**config.mk**
```make
export PLATFORM = sky130hd
export DESIGN_NAME = booth_multiplier
export DESIGN_NICKNAME = d
export VERILOG_FILES = /design/src/rtl/booth_multiplier.sv
export SDC_FILE = /design/constraint.sdc
export NUM_CORES = 1
export LEC_CHECK = 0
export CAP_MARGIN = 30
export CELL_PAD_IN_SITES_DETAIL_PLACEMENT = 1
export CELL_PAD_IN_SITES_GLOBAL_PLACEMENT = 2
export CORE_ASPECT_RATIO = 1.5
export CORE_UTILIZATION = 33
export DETAILED_ROUTE_END_ITERATION = 7
export GPL_ROUTABILITY_DRIVEN = 0
export PLACE_DENSITY = 0.95
export RECOVER_POWER = 50
export SYNTH_ARGS = -nofsm -noshare
export SYNTH_HDL_FRONTEND = slang
export SYNTH_SLANG_ARGS = --single-unit
```
**constraint.sdc**
```tcl
create_clock -name clk -period 6.3 [get_ports clk]
set_clock_uncertainty 0.05 [all_clocks]
set_input_delay 1.26 -clock clk [delete_from_list [all_inputs] [get_ports clk]]
set_output_delay 1.26 -clock clk [all_outputs]
set_load 0.01 [all_outputs]
```
**src/rtl/booth_multiplier.sv**
```systemverilog
// Sequential radix-2 Booth multiplier: signed WIDTH x WIDTH -> 2*WIDTH product,
// one Booth step per clock, WIDTH clocks per operation.
//
// Ports:
//   clk          - clock, all state updates on the rising edge
//   rst          - synchronous active-high reset
//   start        - begin a multiply (accepted in IDLE or DONE only)
//   multiplicand - signed operand M, sampled at the accepting edge
//   multiplier   - signed operand Q, sampled at the accepting edge
//   busy         - high while the Booth iterations run
//   done         - one-cycle pulse: product holds a new result
//   product      - signed M*Q, held until the next result
module booth_multiplier #(
    parameter int WIDTH = 8
) (
    input  logic               clk,
    input  logic               rst,
    input  logic               start,
    input  logic [WIDTH-1:0]   multiplicand,
    input  logic [WIDTH-1:0]   multiplier,
    output logic               busy,
    output logic               done,
    output logic [2*WIDTH-1:0] product
);

    localparam int CW = $clog2(WIDTH + 1);

    typedef enum logic [1:0] {
        IDLE,
        RUN,
        DONE
    } state_t;

    state_t state;
    state_t state_nxt;

    // Accumulator carries one guard bit so M = -2^(WIDTH-1) never overflows.
    logic [WIDTH:0]   a;
    logic [WIDTH:0]   addend;
    logic [WIDTH:0]   sum;
    logic [WIDTH:0]   a_nxt;
    logic [WIDTH-1:0] m;
    logic [WIDTH-1:0] q;
    logic [WIDTH-1:0] q_nxt;
    logic             qm1;
    logic [CW-1:0]    cnt;
    logic             accept;
    logic             last;

    // Next-state and status outputs.
    always_comb begin
        state_nxt = state;
        busy      = 1'b0;
        done      = 1'b0;
        accept    = 1'b0;
        last      = (cnt == CW'(WIDTH - 1));
        unique case (state)
            IDLE: begin
                if (start) begin
                    accept    = 1'b1;
                    state_nxt = RUN;
                end
            end
            RUN: begin
                busy = 1'b1;
                if (last) begin
                    state_nxt = DONE;
                end
            end
            DONE: begin
                done = 1'b1;
                if (start) begin
                    accept    = 1'b1;
                    state_nxt = RUN;
                end else begin
                    state_nxt = IDLE;
                end
            end
            default: state_nxt = IDLE;
        endcase
    end

    // One Booth step followed by the arithmetic right shift of {A, Q, Q(-1)}.
    always_comb begin
        addend = {m[WIDTH-1], m};
        sum    = a;
        unique case ({q[0], qm1})
            2'b01:   sum = a + addend;
            2'b10:   sum = a - addend;
            default: sum = a;
        endcase
        a_nxt = {sum[WIDTH], sum[WIDTH:1]};
        q_nxt = {sum[0], q[WIDTH-1:1]};
    end

    always_ff @(posedge clk) begin
        if (rst) begin
            state   <= IDLE;
            a       <= '0;
            q       <= '0;
            qm1     <= 1'b0;
            m       <= '0;
            cnt     <= '0;
            product <= '0;
        end else begin
            state <= state_nxt;
            if (accept) begin
                m   <= multiplicand;
                q   <= multiplier;
                a   <= '0;
                qm1 <= 1'b0;
                cnt <= '0;
            end else if (state == RUN) begin
                a   <= a_nxt;
                q   <= q_nxt;
                qm1 <= q[0];
                cnt <= cnt + CW'(1);
                if (last) begin
                    product <= {a_nxt[WIDTH-1:0], q_nxt};
                end
            end
        end
    end

endmodule
```
After elaboration in Yosys (flattened, before gate mapping) --
Index checks and enable logic that the tools add are counted.
Storage, ports and cells: bits in registers 47, input port bits 19, output and inout port bits 18
Cells by class: add/sub/neg operators 3, equal/unequal tests 7, muxes and demuxes 11, bitwise logic cells 1, reductions and logical operators 6
Operators with widths (count):
- 9-bit case mux with 2 select lines | 1
- 8-bit 2-to-1 mux | 2
- 8-bit by 8-bit adder with 9-bit output | 1
- 8-bit by 8-bit subtractor with 9-bit output | 1
- 2-bit case mux with 3 select lines | 1
- 1-bit 2-to-1 mux | 5
- 4-bit by 1-bit adder with 4-bit output, second input constant | 1
- 2-bit by 1-bit == test with 1-bit output, second input constant | 2
- 2-bit == test, second input constant | 2
- 4-bit by 3-bit == test with 1-bit output, second input constant | 1
- 2-bit 2-to-1 mux | 2
- 2-bit inequality test, second input constant | 2
- 2-bit OR reduction | 2
- 3-bit AND reduction | 1
- 2-bit logical NOT | 1
- 2-bit AND reduction | 1
- 2-bit nonzero test | 1
- 1-bit NOT | 1

Depth between registers and ports, before layout --
Gate-level depths: netlist of run 1.
depth in word-level cells 5, depth in mapped cells 12, gate-level depth less buffers 12

Least setup slack after synthesis of run 1 --
No wires, ideal clock.
kind flip-flop to flip-flop, start point register m[0], end point register a[7] (netlist name), arrival 2.663 ns, path slack 3.471 ns, cell stages (with the launch flop) 12, path buffers 0, clock period less this slack 2.829 ns, cells stage by stage dfxtp_1 -> or4_1 -> nor2_1 -> nor2_1 -> xnor2_1 -> ha_1 -> a21o_1 -> a31o_1 -> or3_1 -> a21oi_2 -> a21oi_1 -> a31o_2
On the way: longest elaborated chain between the ends 2, elaborated cells between the ends (all ways) 3
RTL lines:
- from (decl) | RTL line 42 | logic [WIDTH-1:0] m;
- from (signal assigned) | RTL line 108 | m <= multiplicand;
- 8-bit by 8-bit subtractor with 9-bit output / 8-bit by 8-bit adder with 9-bit output (equally long branches) | RTL line 89, 88
- 9-bit case mux with 2 select lines (*) | RTL line 87 | unique case ({q[0], qm1})
Mark *: on every way between the ends. The rest lies on a longest branch, timed or not. A chain may end at the register's enable or synchronous reset.

Worst setup path in the final report of run 1 --
start point register state[1], end point output busy
On the way: longest elaborated chain between the ends 2
RTL lines:
- from (decl) | RTL line 34 | state_t state;
- from (signal assigned) | RTL line 106 | state <= state_nxt;
- 2-bit by 1-bit == test with 1-bit output | RTL line 57 | unique case (state)
- 1-bit 2-to-1 mux | RTL line 57
- to (decl) | RTL line 21 | output logic busy,
No other way between the ends.

==> results of run 1 <==
-- final cells by class --
| class | count | area (µm²) |
|---|---|---|
| clock inverters | 3 | 43.8 |
| well taps | 76 | 95.1 |
| fillers | 804 | 3820 |
| clock buffers | 5 | 68.8 |
| multi-input cells | 218 | 1260 |
| flip-flops and latches | 47 | 941 |
| inverters | 7 | 26.3 |
| repair buffers | 38 | 372 |
-- power groups by stage --
| stage | Combinational (µW) | Clock [µW] | Sequential (µW) |
|---|---|---|---|
| final | 160 | 226 | 321 |
| after global routing | 179 | 243 | 323 |
| after CTS | 163 | 234 | 321 |
| after detailed placement | 162 | 0 | 328 |
| after global placement | 156 | 0 | 327 |
| after floorplan | 121 | 0 | 325 |
-- per-stage QoR --
stage	total power [µW]	hold slack (ns)	cells	area (µm²)	worst slack [ns]
after floorplan	445	0.386	289	2290	3.47
after global placement	483	0.391	386	2700	3.06
after detailed placement	490	0.396	386	2700	3.00
after CTS	718	0.409	394	2810	2.67
after global routing	745	0.434	394	2810	2.45
final	707	0.402	394	2810	2.66
-- worst max-delay path: cells and delay by family (launching register included) --
kind / cells / cell delay, ns
DFF: 1 / 0.31
and+or+nand+nor: 1 / 0.44
buffers and inverters: 2 / 1.26
-- cell usage after synthesis (5+ instances only) --
cell type and number:
xnor2_1 11, inv_1 7, a21oi_1 31, nand2b_1 5, nand2_1 51, o22ai_1 8, nor2_1 37, a211oi_1 7
nor3_1 11, dfxtp_1 47, ha_1 11, clkbuf_1 15, o21ai_0 9
-- layer usage --
layer,wire length (µm),part of all wire,global-route usage
met2,3030,0.54,0.302
met4,116,0.021,0.0514
met5,0,0,0
met3,185,0.033,0.0310
met1,2310,0.41,0.176
-- final timing paths --
path / cells past startpoint / from / endpoint
max: 3 / state[1] / busy
min: 2 / product[4] / product[4]
max reg2reg: 11 / m[0] / product[15]
min reg2reg: 2 / product[4] / product[4]
-- state kept, by name (all words and copies together), names as in the netlist --
name	count
a	8
product	16
qm1	1
cnt	4
q	8
m	8
state	2
-- cell families after synthesis --
kind of cell	count (synthesis)	synth area share
simple gates	118	0.224
compound gates	69	0.181
flops	47	0.411
buf+inv	24	0.0399
xor+xnor	14	0.0535
fa+ha+maj	12	0.0688
mux	5	0.0224
==> run summary, run 1 <==
Port bufs = 36
Final TNS setup = 0 ns
Antenna-violating nets left = 0
Initial antenna violation count = 0
Grt ovf = 0
Clock share of power = 0.320
Data arrival, critical path = 2.33 ns
CTS tree = done
Yosys reg bits = 47
Synthesized cell area = 0.00229 mm²
Share of the synthesized area in the top cell type = 0.411
DRT Wirelength = 5.64 mm
Largest cells by area after synthesis = dfxtp_1, nand2_1, a21oi_1, nor2_1, ha_1
Final-stage net count = 348
Status = finished with violations
Setup repair bufs after CTS = 0
PD cells = 252 mW/mm²
Synth Warn # = 0
Most frequent cells in the layout = nand2_1, dfxtp_1, nor2_1, a21oi_1
Fin util = 0.424
Longest Clk Path Bufs = 2
Detailed Place HPWL = 4.26 mm
Max Cap Viol = 1
Commonest non-fill, non-tap cell in the layout = nand2_1
Max-slew headroom = -0.0785
Post-Synthesis Cells = 289
CTS resizes = 0
Worst reg2reg setup slack = 3.11 ns
CORE AREA = 0.00662 mm²
Die W = 70.0 µm
Sw Pwr = 209 µW
Ratio of cells with drive above 1 in the final layout = 0.0472
Cell Chain, Critical Path = nand2b_1, inv_1, clkdlybuf4s50_1
Sequential share of the synthesized area = 0.411
Syn Area/Cell = 7.93 µm²
Die area = 0.00729 mm²
Sequential Power Share = 0.453
Slowest CP cell = clkdlybuf4s50_1
I/O pin total = 37
Die height = 104 µm
Synth async-reset ratio = 0
Via/cell ratio = 5.21
Largest net degree at the start of global routing = 37
Avg WL per Cell = 14.3 µm
Final Hold Viols = 0
Leakage power total = 0.00109 µW
Clock tree sinks = 47
Clk Latency, worst-skew pair = 0.30 ns
First DRT Iteration DRCs = 71
Setup Viol. Count Final = 0
Synth Flop Type = dfxtp_1
Worst VDD drop = 0.104 mV
Power share of the combinational group = 0.227
Residual DRC = 0
Slew Limit Fails = 37
Crit Path Class = flip-flop to output port
Total CTS buffers = 5
Hold buffers post-CTS = 0
CP peak stage delay = 0.65 ns
Post-layout minimum cycle time = 3.64 ns
Hold Crit Class = flip-flop to flip-flop
Synth unique cells = 36
Synth-to-layout area growth = 22.4%
First-pass GRT wire length = 9.48 mm
Final period util = 0.578
ANT cells = 0
Top cell type by total area after synthesis = dfxtp_1
Initial DRT Pass Iterations = 4
Tot GR Track Use = 0.160
Via count = 2053
Int Power = 498 µW
Site Rows = 36
CP Capture Type = output port
Vias in the first global route = 2049
Syn_nets = 320
Worst Path Max Fanout = 20
Starting density of the core = 0.346
Failing checks = max-capacitance violations, max-slew violations
Switching share of power = 0.296
H-tree Lvls = 2
F_max = 275 MHz
Startpoint Class = flip-flop
Unrepaired setup endpoints after global routing = no
CTS root buffer = clkbuf_8
Least-Margin Pin Slew = 1.62 ns
Worst-path clk slew = 0.09 ns
Post-synth EDFFs = 0
Worst path required time = 4.99 ns
(Power assumes the default switching activity.)
==> inputs of run 2 (changes only) <==
- CORE_UTILIZATION: 33 -> 28
- PLACE_DENSITY: 0.95 -> 0.87
- clock period: 6.3 -> 3.2 ns (I/O delays scaled with it)
==> run 2 against run 1 <==
The run now ends clean. Routed wire length grew 5.0%. Flip-flop and latch count is the same. Register-to-register slack got worse by 2.9 ns. Core utilization decreased by 5.0 points. Combinational power increased by 110%. Sequential power grew 97%. Largest cell class unchanged. Highest routed layer unchanged.
==> run summary, run 2 (same netlist as run 1, synthesis figures left out) <==
PD cells = 553 mW/mm² (+120%)
Ratio of cells with drive above 1 in the final layout = 0.0613 (+0.0142)
Final Hold Viols = 0 (unchanged)
Hold Crit Class = flip-flop to flip-flop
DRT Wirelength = 5.92 mm (+5.0%)
Hold buffers post-CTS = 0 (unchanged)
Least-Margin Pin Slew = 0.812 ns (-0.805 ns)
Worst VDD drop = 0.245 mV (+140%)
CTS tree = done
Largest register FFs = 16 (unchanged)
Starting density of the core = 0.288 (-0.0581)
ANT cells = 0 (unchanged)
Leakage power total = 0.00115 µW (+5.3%)
Cell Chain, Critical Path = or4_1, nor2_1, a21oi_1, xnor2_1, ha_1, a21o_1, a31o_1, or3_1, a21oi_2, a21oi_1, a31o_2
Site Rows = 40 (+11%)
Worst path required time = 3.34 ns (-1.65 ns)
Max Cap Viol = 0 (-1)
Final period util = 0.947
Via/cell ratio = 4.90 (-6.0%)
Antenna-violating nets left = 0 (unchanged)
Most frequent cells in the layout = nand2_1, dfxtp_1, nor2_1, a21oi_1, clkdlybuf4s50_1
Power share of the combinational group = 0.204 (-0.023)
CP peak stage delay = 0.53 ns (-0.12 ns)
Sw Pwr = 436 µW (+110%)
Longest Clk Path Bufs = 2 (unchanged)
Sequential Power Share = 0.384 (-0.069)
Avg WL per Cell = 13.7 µm (-4.0%)
Unrepaired setup endpoints after global routing = no
Tot GR Track Use = 0.152 (-0.00809)
Status = finished, final reports clean
Biggest register = product
Via count = 2111 (+2.8%)
Slew Limit Fails = 0 (-100%)
Final-stage net count = 356 (+2.3%)
Largest net degree at the start of global routing = 21 (-43%)
Initial DRT Pass Iterations = 4 (unchanged)
Fin util = 0.374 (-0.0499)
Worst Path Max Fanout = 5 (-75%)
Residual DRC = 0 (unchanged)
First DRT Iteration DRCs = 64 (-9.9%)
CP Capture Type = flip-flop
Die W = 75.9 µm (+8.3%)
Crit Path Class = flip-flop to flip-flop
Setup repair bufs after CTS = 0 (unchanged)
Vias in the first global route = 2135 (+4.2%)
Final TNS setup = 0 ns (unchanged)
Crit path max-delay family = simple AND/OR/NAND/NOR gates
Switching share of power = 0.265 (-0.0310)
Clk Latency, worst-skew pair = 0.29 ns (about the same)
Worst reg-to-reg path cell count = 11 (unchanged)
Die height = 113 µm (+8.4%)
Fin worst setup slack = 0.171 ns (-2.49 ns)
Int Power = 1210 µW (+140%)
Max-slew headroom = 0.458 (+0.537)
Post-layout minimum cycle time = 3.03 ns
CTS root buffer = clkbuf_16
Clock share of power = 0.412 (+0.092)
First-pass GRT wire length = 9.90 mm (+4.4%)
Initial antenna violation count = 0 (unchanged)
Hold path depth = 2 (unchanged)
Die area = 0.00856 mm² (+17%)
H-tree Lvls = 2 (unchanged)
Data arrival, critical path = 3.17 ns (+0.84 ns)
Total CTS buffers = 5 (unchanged)
I/O pin total = 37 (unchanged)
Clock tree sinks = 47 (unchanged)
F_max = 330 MHz
Most Frequent Cell on Critical Path = a21oi_1
CTS resizes = 0 (unchanged)
Slowest CP cell = or4_1
Startpoint Class = flip-flop
Setup Viol. Count Final = 0 (unchanged)
Port bufs = 36 (unchanged)
CORE AREA = 0.00796 mm² (+20%)
Detailed Place HPWL = 4.40 mm (+3.2%)
Post-route cell area = 0.00297 mm² (+6.0%)
Commonest non-fill, non-tap cell in the layout = nand2_1
CP bufs+invs = 0 (-2)
Worst-path clk slew = 0.07 ns (-0.02 ns)
Grt ovf = 0 (unchanged)
Synth-to-layout area growth = 29.8%
Place WS = 0.166 ns (-2.83 ns)
Post-place instance area = 0.00278 mm² (+3.0%)
WP depth = 11 (+8)
## run 2: changes by cell type in the layout (fill, tap and decap cells not counted), sizes merged
cell,before,now
buf,1,8
clkdlybuf4s50,18,21
dlygate4sd3,18,15
clkbuf,6,8
clkinv,2,0
bufinv,1,2
## run 2: path summary, 6_finish.rpt
| check | slack, ns | start | end |
|---|---|---|---|
| worst max-delay path | 0.17 | m[0] | a[7] |
| worst min-delay path | 0.40 | product[0] | product[0] |
| worst max register to register | 0.17 | m[0] | a[7] |
| worst min register to register | 0.40 | product[0] | product[0] |
## run 2: power by group through the flow
stage / Sequential, µW / Clock [µW] / Combinational (µW)
finish: 632 / 677 / 336
global route: 635 / 717 / 376
CTS: 632 / 690 / 331
detailed placement: 645 / 0 / 328
global placement: 644 / 0 / 315
floorplan: 639 / 0 / 238
## run 2: metrics by stage
step,power (µW),std cells,hold WS (ns)
finish,1640,431,0.400
global route,1730,431,0.426
CTS,1650,429,0.408
detailed placement,973,421,0.399
global placement,959,421,0.392
floorplan,877,289,0.386
## run 2: worst min-delay path: stages, from the launching register on
cell,delay (ns)
dfxtp_1,0.31
nand2_1,0.05
a21oi_1,0.05
## run 2: final cells by class
class | count | area, µm²
fillers | 943 | 4980
inverters | 7 | 26.3
clock inverters | 2 | 60.1
flip-flops and latches | 47 | 941
well taps | 105 | 131
clock buffers | 6 | 129
repair buffers | 46 | 428
multi-input cells | 218 | 1260
## run 2: per-layer routing
layer  vias up  routed length [µm]  GRT usage
li1       1056                   -          -
met1      1012                2390      0.162
met2        36                3270      0.281
met3         7                 165     0.0267
met4         0                 104     0.0617
met5         -                   0          0
==> inputs of run 3 (changes only) <==
--- a/constraint.sdc
+++ b/constraint.sdc
@@ -3,3 +3,3 @@
 set_input_delay 0.64 -clock clk [delete_from_list [all_inputs] [get_ports clk]]
 set_output_delay 0.64 -clock clk [all_outputs]
-set_load 0.01 [all_outputs]
+set_load 0.1 [all_outputs]
==> run 3 against run 2 <==
Sequential power about the same. Count of clock-buffer cells in the layout decreased by 1. Combinational power is 4% lower. Sequential share of layout area rose by 1.9 points. Non-clock buffer count down 3. Cell count decreased by 0.70%. Critical path depth is the same. Clock power shrank 22%. Critical path type unchanged. Largest cell class unchanged. Highest routed layer unchanged.
==> run summary, run 3 (same netlist as run 1, synthesis figures left out) <==
Post-route cell area = 0.00280 mm² (-5.8%)
Slew Limit Fails = 0 (unchanged)
Largest register FFs = 16 (unchanged)
Final period util = 0.946 (about the same)
FF-to-FF Start = m[0]
Worst reg2reg setup slack = 0.17 ns (about the same)
Multi-input logic area = 0.00126 mm² (unchanged)
Final-stage net count = 353 (-0.84%)
Die W = 75.9 µm (unchanged)
Worst Path Max Fanout = 6 (+1)
Clk Latency, worst-skew pair = 0.30 ns (about the same)
Antenna-violating nets left = 0 (unchanged)
First DRT Iteration DRCs = 50 (-22%)
Crit Path Class = flip-flop to flip-flop
Initial antenna violation count = 0 (unchanged)
Site Rows = 40 (unchanged)
Commonest non-fill, non-tap cell in the layout = nand2_1
Via count = 2063 (-2.3%)
Hold Crit Class = flip-flop to flip-flop
DRT Wirelength = 5.84 mm (-1.4%)
CORE AREA = 0.00796 mm² (unchanged)
Most frequent cells in the layout = nand2_1, dfxtp_1, nor2_1, a21oi_1, clkbuf_1
Total CTS buffers = 5 (unchanged)
Biggest register = product
Worst setup startpoint = m[0]
F_max = 330 MHz (about the same)
CTS resizes = 0 (unchanged)
Worst path required time = 3.34 ns (about the same)
Met2 wire length = 3.04 mm (-6.9%)
Tot GR Track Use = 0.153 (+0.000439)
Register Area = 941 µm² (unchanged)
Post-layout minimum cycle time = 3.03 ns (-0.00191 ns)
Status = finished, final reports clean
Max-slew headroom = 0.214 (-0.244)
PD cells = 529 mW/mm² (-4.3%)
Least-Margin Pin Slew = 1.18 ns (+0.372 ns)
Die height = 113 µm (unchanged)
Residual DRC = 0 (unchanged)
Worst-path clk slew = 0.07 ns (about the same)
Worst VDD drop = 0.268 mV (+9.4%)
Leakage power total = 0.00103 µW (-11%)
CTS tree = done
Post-Route M1 WL = 2.43 mm (+1.7%)
Fin util = 0.352 (-0.0215)
Hold buffers post-CTS = 0 (unchanged)
Startpoint Class = flip-flop
First-pass GRT wire length = 9.69 mm (-2.2%)
Worst reg-to-reg path cell count = 11 (unchanged)
Power, Total = 1480 µW (-9.9%)
R2r endpoint = a[7]
Setup Viol. Count Final = 0 (unchanged)
Final TNS setup = 0 ns (unchanged)
Placed cell count = 420 (-0.24%)
Clock tree sinks = 47 (unchanged)
Longest Clk Path Bufs = 2 (unchanged)
Crit path to = a[7]
Port bufs = 36 (unchanged)
Final Hold Viols = 0 (unchanged)
Starting density of the core = 0.288 (unchanged)
Max Cap Viol = 0 (unchanged)
Unrepaired setup endpoints after global routing = no
CTS root buffer = clkbuf_16
Ratio of cells with drive above 1 in the final layout = 0.0619 (+0.000570)
Data arrival, critical path = 3.17 ns (about the same)
Detailed Place HPWL = 4.32 mm (-1.7%)
Initial DRT Pass Iterations = 4 (unchanged)
ANT cells = 0 (unchanged)
CP Capture Type = flip-flop
Largest net degree at the start of global routing = 36 (+71%)
Die area = 0.00856 mm² (unchanged)
Post-place instance area = 0.00273 mm² (-1.9%)
I/O pin total = 37 (unchanged)
Via/cell ratio = 4.82 (-1.6%)
Vias in the first global route = 2091 (-2.1%)
Met3 wire len = 215 µm (+30%)
Setup repair bufs after CTS = 0 (unchanged)
H-tree Lvls = 2 (unchanged)
Synth-to-layout area growth = 22.3%
Grt ovf = 0 (unchanged)
Max layer used = met4
Avg WL per Cell = 13.6 µm (-0.66%)
Fillers = 987 (+4.7%)
Layout Cells excl Fill = 428 (-0.70%)
[run 3: changes by cell type in the layout (fill, tap and decap cells not counted)]
cell	before	now
buf_4	8	7
bufinv_16	2	0
clkbuf_1	3	18
clkdlybuf4s50_1	21	17
clkinv_2	0	1
clkinvlp_4	0	2
dlygate4sd3_1	15	1
[run 3: area by class of cell]
type,instances,share of cell area
inverters,7,0.00937
repair buffers,43,0.107
flip-flops and latches,47,0.336
clock buffers,5,0.0446
multi-input cells,218,0.449
well taps,105,0.0469
clock inverters,3,0.00714
[run 3: where the power goes]
group          total, µW  leakage [µW]  internal (µW)  switching [µW]
clock network        527     0.0000658            288             238
logic                324      0.000578            142             183
registers            632      0.000383            609            22.3
total               1480       0.00103           1040             444
[run 3: routing by layer]
layer / track usage / vias to the layer above
met1: 0.153 / 962
met3: 0.0392 / 9
met4: 0.0802 / 0
met2: 0.276 / 39
met5: 0 / -
li1: - / 1053
[run 3: how the worst min path moves through the flow]
stage | from | slack [ns] | cells after the start | to
after floorplan | qm1 | 0.39 | 2 | qm1
after global placement | product[1] | 0.39 | 2 | product[1]
after detailed placement | product[4] | 0.40 | 2 | product[4]
after CTS | qm1 | 0.41 | 2 | qm1
after global routing | product[4] | 0.43 | 2 | product[4]
final | product[4] | 0.41 | 2 | product[4]
[run 3: through the flow]
| step | hold slack, ns | setup WS [ns] |
|---|---|---|
| 2_1_floorplan | 0.386 | 0.370 |
| 3_3_place_gp | 0.392 | 0.214 |
| 5_1_grt | 0.427 | 0.0164 |
| 3_5_place_dp | 0.400 | 0.149 |
| 4_1_cts | 0.409 | 0.146 |
| 6_report | 0.407 | 0.173 |
[run 3: critical path: stages, from the launching register on]
cell	delay, ns
dfxtp_1	0.35
or4_1	0.53
nor2_1	0.14
nor2_1	0.07
xnor2_1	0.14
ha_1	0.35
a21o_1	0.20
a31o_1	0.23
or3_1	0.36
a21oi_2	0.20
a21oi_1	0.09
a31o_2	0.22
